File: config.mk
export PLATFORM = sky130hd
export DESIGN_NAME = inst_fifo_flat
export DESIGN_NICKNAME = d
export VERILOG_FILES = /design/src/rtl/inst_fifo_if.sv /design/src/rtl/inst_fifo.sv /design/src/flat_wrapper.sv
export SDC_FILE = /design/constraint.sdc
export NUM_CORES = 1
export LEC_CHECK = 0
export BUFFER_PORTS_ARGS = -buffer_cell sky130_fd_sc_hd__buf_4
export CAP_MARGIN = 0
export CORE_MARGIN = 4
export CORE_UTILIZATION = 61
export DETAILED_ROUTE_END_ITERATION = 7
export PLACE_DENSITY = 0.84
export SLEW_MARGIN = 30
export SYNTH_ARGS = -nofsm -noshare
export SYNTH_HDL_FRONTEND = slang
export SYNTH_SLANG_ARGS = --single-unit
File: constraint.sdc
create_clock -name clk -period 8.46 [get_ports clk]
set_input_delay 0.846 -clock clk [delete_from_list [all_inputs] [get_ports clk]]
set_output_delay 0.846 -clock clk [all_outputs]
set_load 0.02 [all_outputs]
File: src/rtl/inst_fifo_if.sv
// Fetch-to-decode instruction queue bus: push side from fetch, head side to decode.
interface inst_fifo_if #(
  parameter int DEPTH = 4
);
  logic                     push_valid;
  logic                     push_ready;
  logic [31:0]              push_instr;
  logic [31:0]              push_pc;
  logic                     push_adel;
  logic                     pop;
  logic                     flush;
  logic                     validD;
  logic [31:0]              instrD;
  logic [31:0]              pcD;
  logic                     adelD;
  logic [$clog2(DEPTH):0]   count;

  // Fetch/decode side driving the queue
  modport master (
    output push_valid, push_instr, push_pc, push_adel, pop, flush,
    input  push_ready, validD, instrD, pcD, adelD, count
  );

  // Queue itself
  modport slave (
    input  push_valid, push_instr, push_pc, push_adel, pop, flush,
    output push_ready, validD, instrD, pcD, adelD, count
  );
endinterface

File: src/rtl/inst_fifo.sv
// Instruction queue between fetch and decode: circular buffer of {adel, pc, instr}
// with one-cycle first-word latency, synchronous flush and a NOP-filled empty head.
module inst_fifo #(
  parameter int DEPTH = 4
) (
  input  logic         clk,
  input  logic         resetn,
  inst_fifo_if.slave   bus
);
  localparam int AW = (DEPTH > 1) ? $clog2(DEPTH) : 1;
  localparam int CW = AW + 1;
  localparam logic [AW-1:0] LAST_PTR = AW'(DEPTH - 1);
  localparam logic [CW-1:0] FULL_CNT = CW'(DEPTH);

  logic [64:0]   mem_r [DEPTH];
  logic [AW-1:0] rdPtr_r;
  logic [AW-1:0] wrPtr_r;
  logic [CW-1:0] count_r;

  logic          pushAcc_s;
  logic          popAcc_s;
  logic [CW-1:0] countNext_s;
  logic [AW-1:0] rdPtrNext_s;
  logic [AW-1:0] wrPtrNext_s;
  logic [64:0]   head_s;

  // push_ready and validD derive only from the registered count, so pop never
  // reaches push_ready combinationally; flush cancels both handshakes.
  assign pushAcc_s = bus.push_valid & (count_r < FULL_CNT) & ~bus.flush;
  assign popAcc_s  = bus.pop & (count_r != {CW{1'b0}}) & ~bus.flush;

  // Next pointer and occupancy values for accepted transfers
  always_comb begin
    rdPtrNext_s = rdPtr_r;
    wrPtrNext_s = wrPtr_r;
    countNext_s = count_r;
    if (popAcc_s) begin
      rdPtrNext_s = (rdPtr_r == LAST_PTR) ? {AW{1'b0}} : rdPtr_r + AW'(1);
    end else begin
      rdPtrNext_s = rdPtr_r;
    end
    if (pushAcc_s) begin
      wrPtrNext_s = (wrPtr_r == LAST_PTR) ? {AW{1'b0}} : wrPtr_r + AW'(1);
    end else begin
      wrPtrNext_s = wrPtr_r;
    end
    case ({pushAcc_s, popAcc_s})
      2'b10:   countNext_s = count_r + CW'(1);
      2'b01:   countNext_s = count_r - CW'(1);
      default: countNext_s = count_r;
    endcase
  end

  // Pointer and occupancy registers; flush clears them, entries are kept
  always_ff @(posedge clk or negedge resetn) begin
    if (!resetn) begin
      rdPtr_r <= {AW{1'b0}};
      wrPtr_r <= {AW{1'b0}};
      count_r <= {CW{1'b0}};
    end else if (bus.flush) begin
      rdPtr_r <= {AW{1'b0}};
      wrPtr_r <= {AW{1'b0}};
      count_r <= {CW{1'b0}};
    end else begin
      rdPtr_r <= rdPtrNext_s;
      wrPtr_r <= wrPtrNext_s;
      count_r <= countNext_s;
    end
  end

  // Entry storage; contents need no reset since count gates visibility
  always_ff @(posedge clk) begin
    if (pushAcc_s) begin
      mem_r[wrPtr_r] <= {bus.push_adel, bus.push_pc, bus.push_instr};
    end
  end

  // Head entry, replaced by an all-zero NOP whenever the queue is empty
  always_comb begin
    head_s = 65'h0;
    if (count_r != {CW{1'b0}}) begin
      head_s = mem_r[rdPtr_r];
    end else begin
      head_s = 65'h0;
    end
  end

  assign bus.push_ready = (count_r < FULL_CNT);
  assign bus.validD     = (count_r != {CW{1'b0}});
  assign bus.instrD     = head_s[31:0];
  assign bus.pcD        = head_s[63:32];
  assign bus.adelD      = head_s[64];
  assign bus.count      = count_r;

endmodule
File: src/flat_wrapper.sv
// flat-port wrapper written by rule: the top's interface ports become plain ports
module inst_fifo_flat 
#(
  parameter int DEPTH = 4
)
  (clk, resetn, bus_push_valid, bus_push_instr, bus_push_pc, bus_push_adel, bus_pop, bus_flush, bus_push_ready, bus_validD, bus_instrD, bus_pcD, bus_adelD, bus_count);
  inst_fifo_if #(.DEPTH(DEPTH)) bus_i ();
  input  logic clk;
  input  logic resetn;
  input wire logic [$bits(bus_i.push_valid)-1:0] bus_push_valid;
  input wire logic [$bits(bus_i.push_instr)-1:0] bus_push_instr;
  input wire logic [$bits(bus_i.push_pc)-1:0] bus_push_pc;
  input wire logic [$bits(bus_i.push_adel)-1:0] bus_push_adel;
  input wire logic [$bits(bus_i.pop)-1:0] bus_pop;
  input wire logic [$bits(bus_i.flush)-1:0] bus_flush;
  output wire logic [$bits(bus_i.push_ready)-1:0] bus_push_ready;
  output wire logic [$bits(bus_i.validD)-1:0] bus_validD;
  output wire logic [$bits(bus_i.instrD)-1:0] bus_instrD;
  output wire logic [$bits(bus_i.pcD)-1:0] bus_pcD;
  output wire logic [$bits(bus_i.adelD)-1:0] bus_adelD;
  output wire logic [$bits(bus_i.count)-1:0] bus_count;
  assign bus_i.push_valid = bus_push_valid;
  assign bus_i.push_instr = bus_push_instr;
  assign bus_i.push_pc = bus_push_pc;
  assign bus_i.push_adel = bus_push_adel;
  assign bus_i.pop = bus_pop;
  assign bus_i.flush = bus_flush;
  assign bus_push_ready = bus_i.push_ready;
  assign bus_validD = bus_i.validD;
  assign bus_instrD = bus_i.instrD;
  assign bus_pcD = bus_i.pcD;
  assign bus_adelD = bus_i.adelD;
  assign bus_count = bus_i.count;
  inst_fifo #(.DEPTH(DEPTH)) u_core (.clk(clk), .resetn(resetn), .bus(bus_i));
endmodule
# == After elaboration in Yosys (flattened, before gate mapping) ==
# Memory sizes are Yosys's and may differ from the RTL's.
# Cells that the tools add are included.
# word_totals
output_inout_bits,70
regBits,7
ram_bits,260
mem_count,1
in_bits,70
# classes
n_mux,11
n_reduce_logical,4
magnitude_cmp,1
eq_ne,4
bitwise_logic,5
add_sub_neg,4
# mem_list
name,words,width,read_ports,rd_ports_with_merged_regs,wr,line_no,rtl
u_core.mem_r,4,65,1,0,1,inst_fifo.sv:15,logic [64:0] mem_r [DEPTH];
# op_table
op,n
2-to-1 mux 65 bit,1
2-to-1 mux 2 bit,6
"equality test 2 bit, second input constant",3
one-hot mux 3 bit (2 select lines),1
nonzero test 3 bit,2
"adder 2 x 1 -> 2 bit, second input constant",2
AND 1 bit,4
nonzero test 2 bit,2
"adder 3 x 1 -> 3 bit, second input constant",1
"< comparator 3 bit, second input constant",1
2-to-1 mux 3 bit,1
"subtractor 3 x 1 -> 3 bit, second input constant",1
"equality test 2 x 1 -> 1 bit, second input constant",1
2-to-1 mux 1 bit,2
inverter 1 bit,1

# == Depth between registers and ports, before layout ==
# logic_depth
ltp_word,6
depth_mapped,6

# == Worst setup path before layout ==
# No wires, ideal clock.
# synth_timing
path_type,in2reg
startpoint,in bus_flush
endpoint,mem u_core.mem_r[0][0] (enable)
required_ns,8.030
path_stages,3
arrival_ns,2.740
path_slack_ns,5.290
n_path_buf,1
path_cell_list,clkbuf_1 nor2_1 and2_1
# synth_between
elab_chain_cells,4
# synth_rtl
item,line_no,rtl
"start, declared",flat_wrapper.sv:15,input wire logic [$bits(bus_i.flush)-1:0] bus_flush;
inverter 1 bit,inst_fifo.sv:29,assign pushAcc_s = bus.push_valid & (count_r < FULL_CNT) & ~bus.flush;
AND 1 bit,inst_fifo.sv:29,
2-to-1 mux 1 bit,inst_fifo.sv:73,if (pushAcc_s) begin
2-to-1 mux 1 bit (not written as such),inst_fifo.sv:74,"mem_r[wrPtr_r] <= {bus.push_adel, bus.push_pc, bus.push_instr};"
"end, declared",inst_fifo.sv:15,
# No other way between the ends.

# == Worst setup path in the final report ==
# layout_timing
startpoint,reg u_core.rdPtr_r[0]
endpoint,out bus_instrD[4]
# layout_between
elab_chain_cells,2
# layout_rtl
item,line_no,rtl
"start, declared",inst_fifo.sv:16,logic [AW-1:0] rdPtr_r;
"start signal, assigned",inst_fifo.sv:57,rdPtr_r <= {AW{1'b0}};
"start signal, assigned",inst_fifo.sv:61,rdPtr_r <= {AW{1'b0}};
"start signal, assigned",inst_fifo.sv:65,rdPtr_r <= rdPtrNext_s;
memory (4 x 65 bit),--,
2-to-1 mux 65 bit,inst_fifo.sv:81,if (count_r != {CW{1'b0}}) begin
"end, declared",flat_wrapper.sv:18,output wire logic [$bits(bus_i.instrD)-1:0] bus_instrD;
# No other way between the ends.

==> flow_summary.json <==
{
  "numClockSinks": 267,
  "cellPowerDensity_nw_per_um2": 249.3,
  "fmax_mhz": 256.2,
  "rsz0062_at_grt": "no",
  "clkLatencyLatePin_ps": 510,
  "cp_data_required_time_ps": 7610,
  "fin_crit_ps": 3903,
  "period_share_pct": 46.14,
  "vias": 5001,
  "grt_pass1_wl_mm": 30.78,
  "row_count": 47,
  "grt_pass1_vias": 5486,
  "crit_family": "buffers and inverters",
  "drc_errors": 0,
  "antenna_found_initial": 0,
  "layout-drive-gt1-share_pct": 40.47,
  "synth_area_per_cell_um2": 21.95,
  "hold_viol_final": 0,
  "async_flop_share_pct": 2.622,
  "synth_cell_types": 29,
  "cts_buffers": 26,
  "worstMarginPinSlew_ps": 782.8,
  "place.gp.congestion": 0.7130,
  "ant_nets": 0,
  "tritoncts": "done",
  "grt-ovfl-total": 0,
  "port_buffers": 139,
  "worstPathMaxFanout": 40,
  "fin_tns_setup_ps": 0,
  "ys_ff_latch": 267,
  "antenna_cells": 0,
  "drv_slew": 0,
  "detail_route.first_pass.iterations": 4,
  "min_path_type": "input port to async pin",
  "cts_resized": 0,
  "worstSetupEndpointType": "primary output",
  "outcome": "finished clean",
  "final_cells": 860,
  "cts_setup_buffers": 0,
  "gr-usage-all-layers_pct": 20.29,
  "io_pins": 140,
  "n_fill_cell": 931,
  "place_inst": 812,
  "area_delta_synth_final_pct": 21.30,
  "critPathBufInv": 2,
  "arrival_ps": 3060,
  "synth-edff-count": 260,
  "synth_top_area_cell": "edfxtp_1",
  "routed_wirelength_mm": 18.97,
  "cts-hold-fix-buffers": 0,
  "coreArea_um2": 16640,
  "synth_nets": 548,
  "finClkSkew_ps": 10.36,
  "vias_per_cell": 5.815,
  "yosysWarnings": 0,
  "synth-seq-area-share_pct": 77.04,
  "fp.dieW_um": 138.3,
  "die_h_um": 138.3,
  "critPathKind": "register to primary output",
  "crit_chain": "buf_4 > mux4_2 > and2_1 > buf_4",
  "synth.most_common_cell": "edfxtp_1",
  "crit_top_cell": "buf_4",
  "grt_max_degree": 69,
  "start_util_pct": 62.26,
  "netlist_instances": 472,
  "routedWlPerCell_um": 22.06,
  "dieArea_um2": 19140,
  "relSlewSlack_pct": 47.81,
  "p_leak_uw": 0.004309,
  "drt_iter0_drc": 341,
  "cts_root_buf": "clkbuf_16",
  "yosys-top-cells-count": "edfxtp_1, and2_1, mux4_2",
  "max_stage_delay_ps": 810,
  "cts_buffer_depth": 3,
  "cp-start-kind": "register",
  "path_clk_slew_ps": 60,
  "synth_top_flop_cell": "edfxtp_1",
  "cap_violations": 0,
  "htree_levels": 1,
  "synth_area_leaders": "edfxtp_1, mux4_2, and2_1",
  "syn_area_um2": 10360,
  "nets": 697,
  "critPathSlowestCell": "dfrtp_4",
  "yosysTopAreaCellShare_pct": 75.35,
  "peakVddDrop_mv": 0.1887,
  "hpwl_mm": 10.81,
  "setup_violations": 0
}
[worst paths after layout]
kind	from	to	slack, ps	depth (start not counted)
min reg2reg	u_core.wrPtr_r[1]	u_core.wrPtr_r[1]	590	2
min	resetn	u_core.bus.count[2]	140	1
max reg2reg	u_core.bus.count[0]	u_core.bus.count[2]	5730	6
max in group asynchronous	resetn	u_core.rdPtr_r[0]	8160	1
min in group clk	bus_push_pc[28]	u_core.mem_r[1][60]	530	1
max	u_core.rdPtr_r[0]	bus_instrD[4]	4560	4
[worst reg2reg max path: cells and delay by family (launching register included)]
kind / cells / cell delay (ps)
and+or+nand+nor: 4 / 1560
DFF: 1 / 490
adders and majority gates: 1 / 430
AOI/OAI and AO/OA: 1 / 170
[layout make-up]
cell class / count / area, um^2 / share of cell area (%)
Tap cell: 220 / 275.3 / 2.190
Clock inverter: 17 / 242.7 / 1.931
Sequential cell: 267 / 7990 / 63.57
Clock buffer: 30 / 686.9 / 5.465
Inverter: 4 / 15.01 / 0.1195
Timing Repair Buffer: 145 / 1159 / 9.219
Multi-Input combinational cell: 177 / 2200 / 17.50
[power by group]
part | total, uW | leakage (uW) | internal [uW] | switching (uW)
combinational | 389 | 0.00141 | 185 | 204
clock | 1230 | 0.000446 | 765 | 464
sequential | 1520 | 0.00245 | 1490 | 23.4
[registers in the layout (all words and copies together) (netlist names)]
signal            count
u_core.wrPtr_r        2
u_core.rdPtr_r        2
u_core.bus.count      3
u_core.mem_r        260
[cells by family after synthesis]
| logic type | count (synthesis) | share of synthesized area, % |
|---|---|---|
| AOI/OAI and AO/OA | 11 | 0.5797 |
| xor gates and xnor gates | 1 | 0.08455 |
| adders and majority gates | 6 | 0.7970 |
| buffers and inverters | 28 | 1.823 |
| DFF | 267 | 77.04 |
| muxes | 68 | 14.42 |
| and+or+nand+nor | 91 | 5.253 |
[stage by stage]
stage	hold slack [ps]	power, uW	area (um^2)	util (%)	setup WS [ps]
4_1_cts	127.1	3161	12540	75.36	4445
6_report	140.4	3133	12570	75.52	4557
3_3_place_gp	555.0	1924	11530	69.29	5003
3_5_place_dp	584.4	1938	11610	69.77	4997
2_1_floorplan	542.5	1780	10360	-	5290
5_1_grt	122.9	3252	12570	75.52	4279
[cell usage in the layout (no fill, tap or decap), types with 2 or more instances in the layout]
cell type and n:
clkbuf_1 3, inv_1 4, edfxtp_1 260, bufinv_16 6
dfrtp_4 2, nor2_1 5, clkinv_1 3, nor3_1 2
clkinv_2 4, and2_1 65, clkinvlp_4 3, dfrtp_1 5
a21oi_1 5, o21ai_0 4, buf_12 4, and2_4 4
clkbuf_16 27, mux2i_1 3, mux4_2 65, nand3_1 3
nand2_1 5, buf_4 140, nand2b_1 2, ha_1 5
[layer usage]
layer | global-route usage, % | share of wire (%) | up-vias
met4 | 4.420 | 1.5 | 0
met2 | 34.40 | 52 | 188
met3 | 4.351 | 6.6 | 30
met5 | 0 | 0 | -
li1 | - | - | 2202
met1 | 27.85 | 40 | 2581
(Power assumes the default switching activity.)
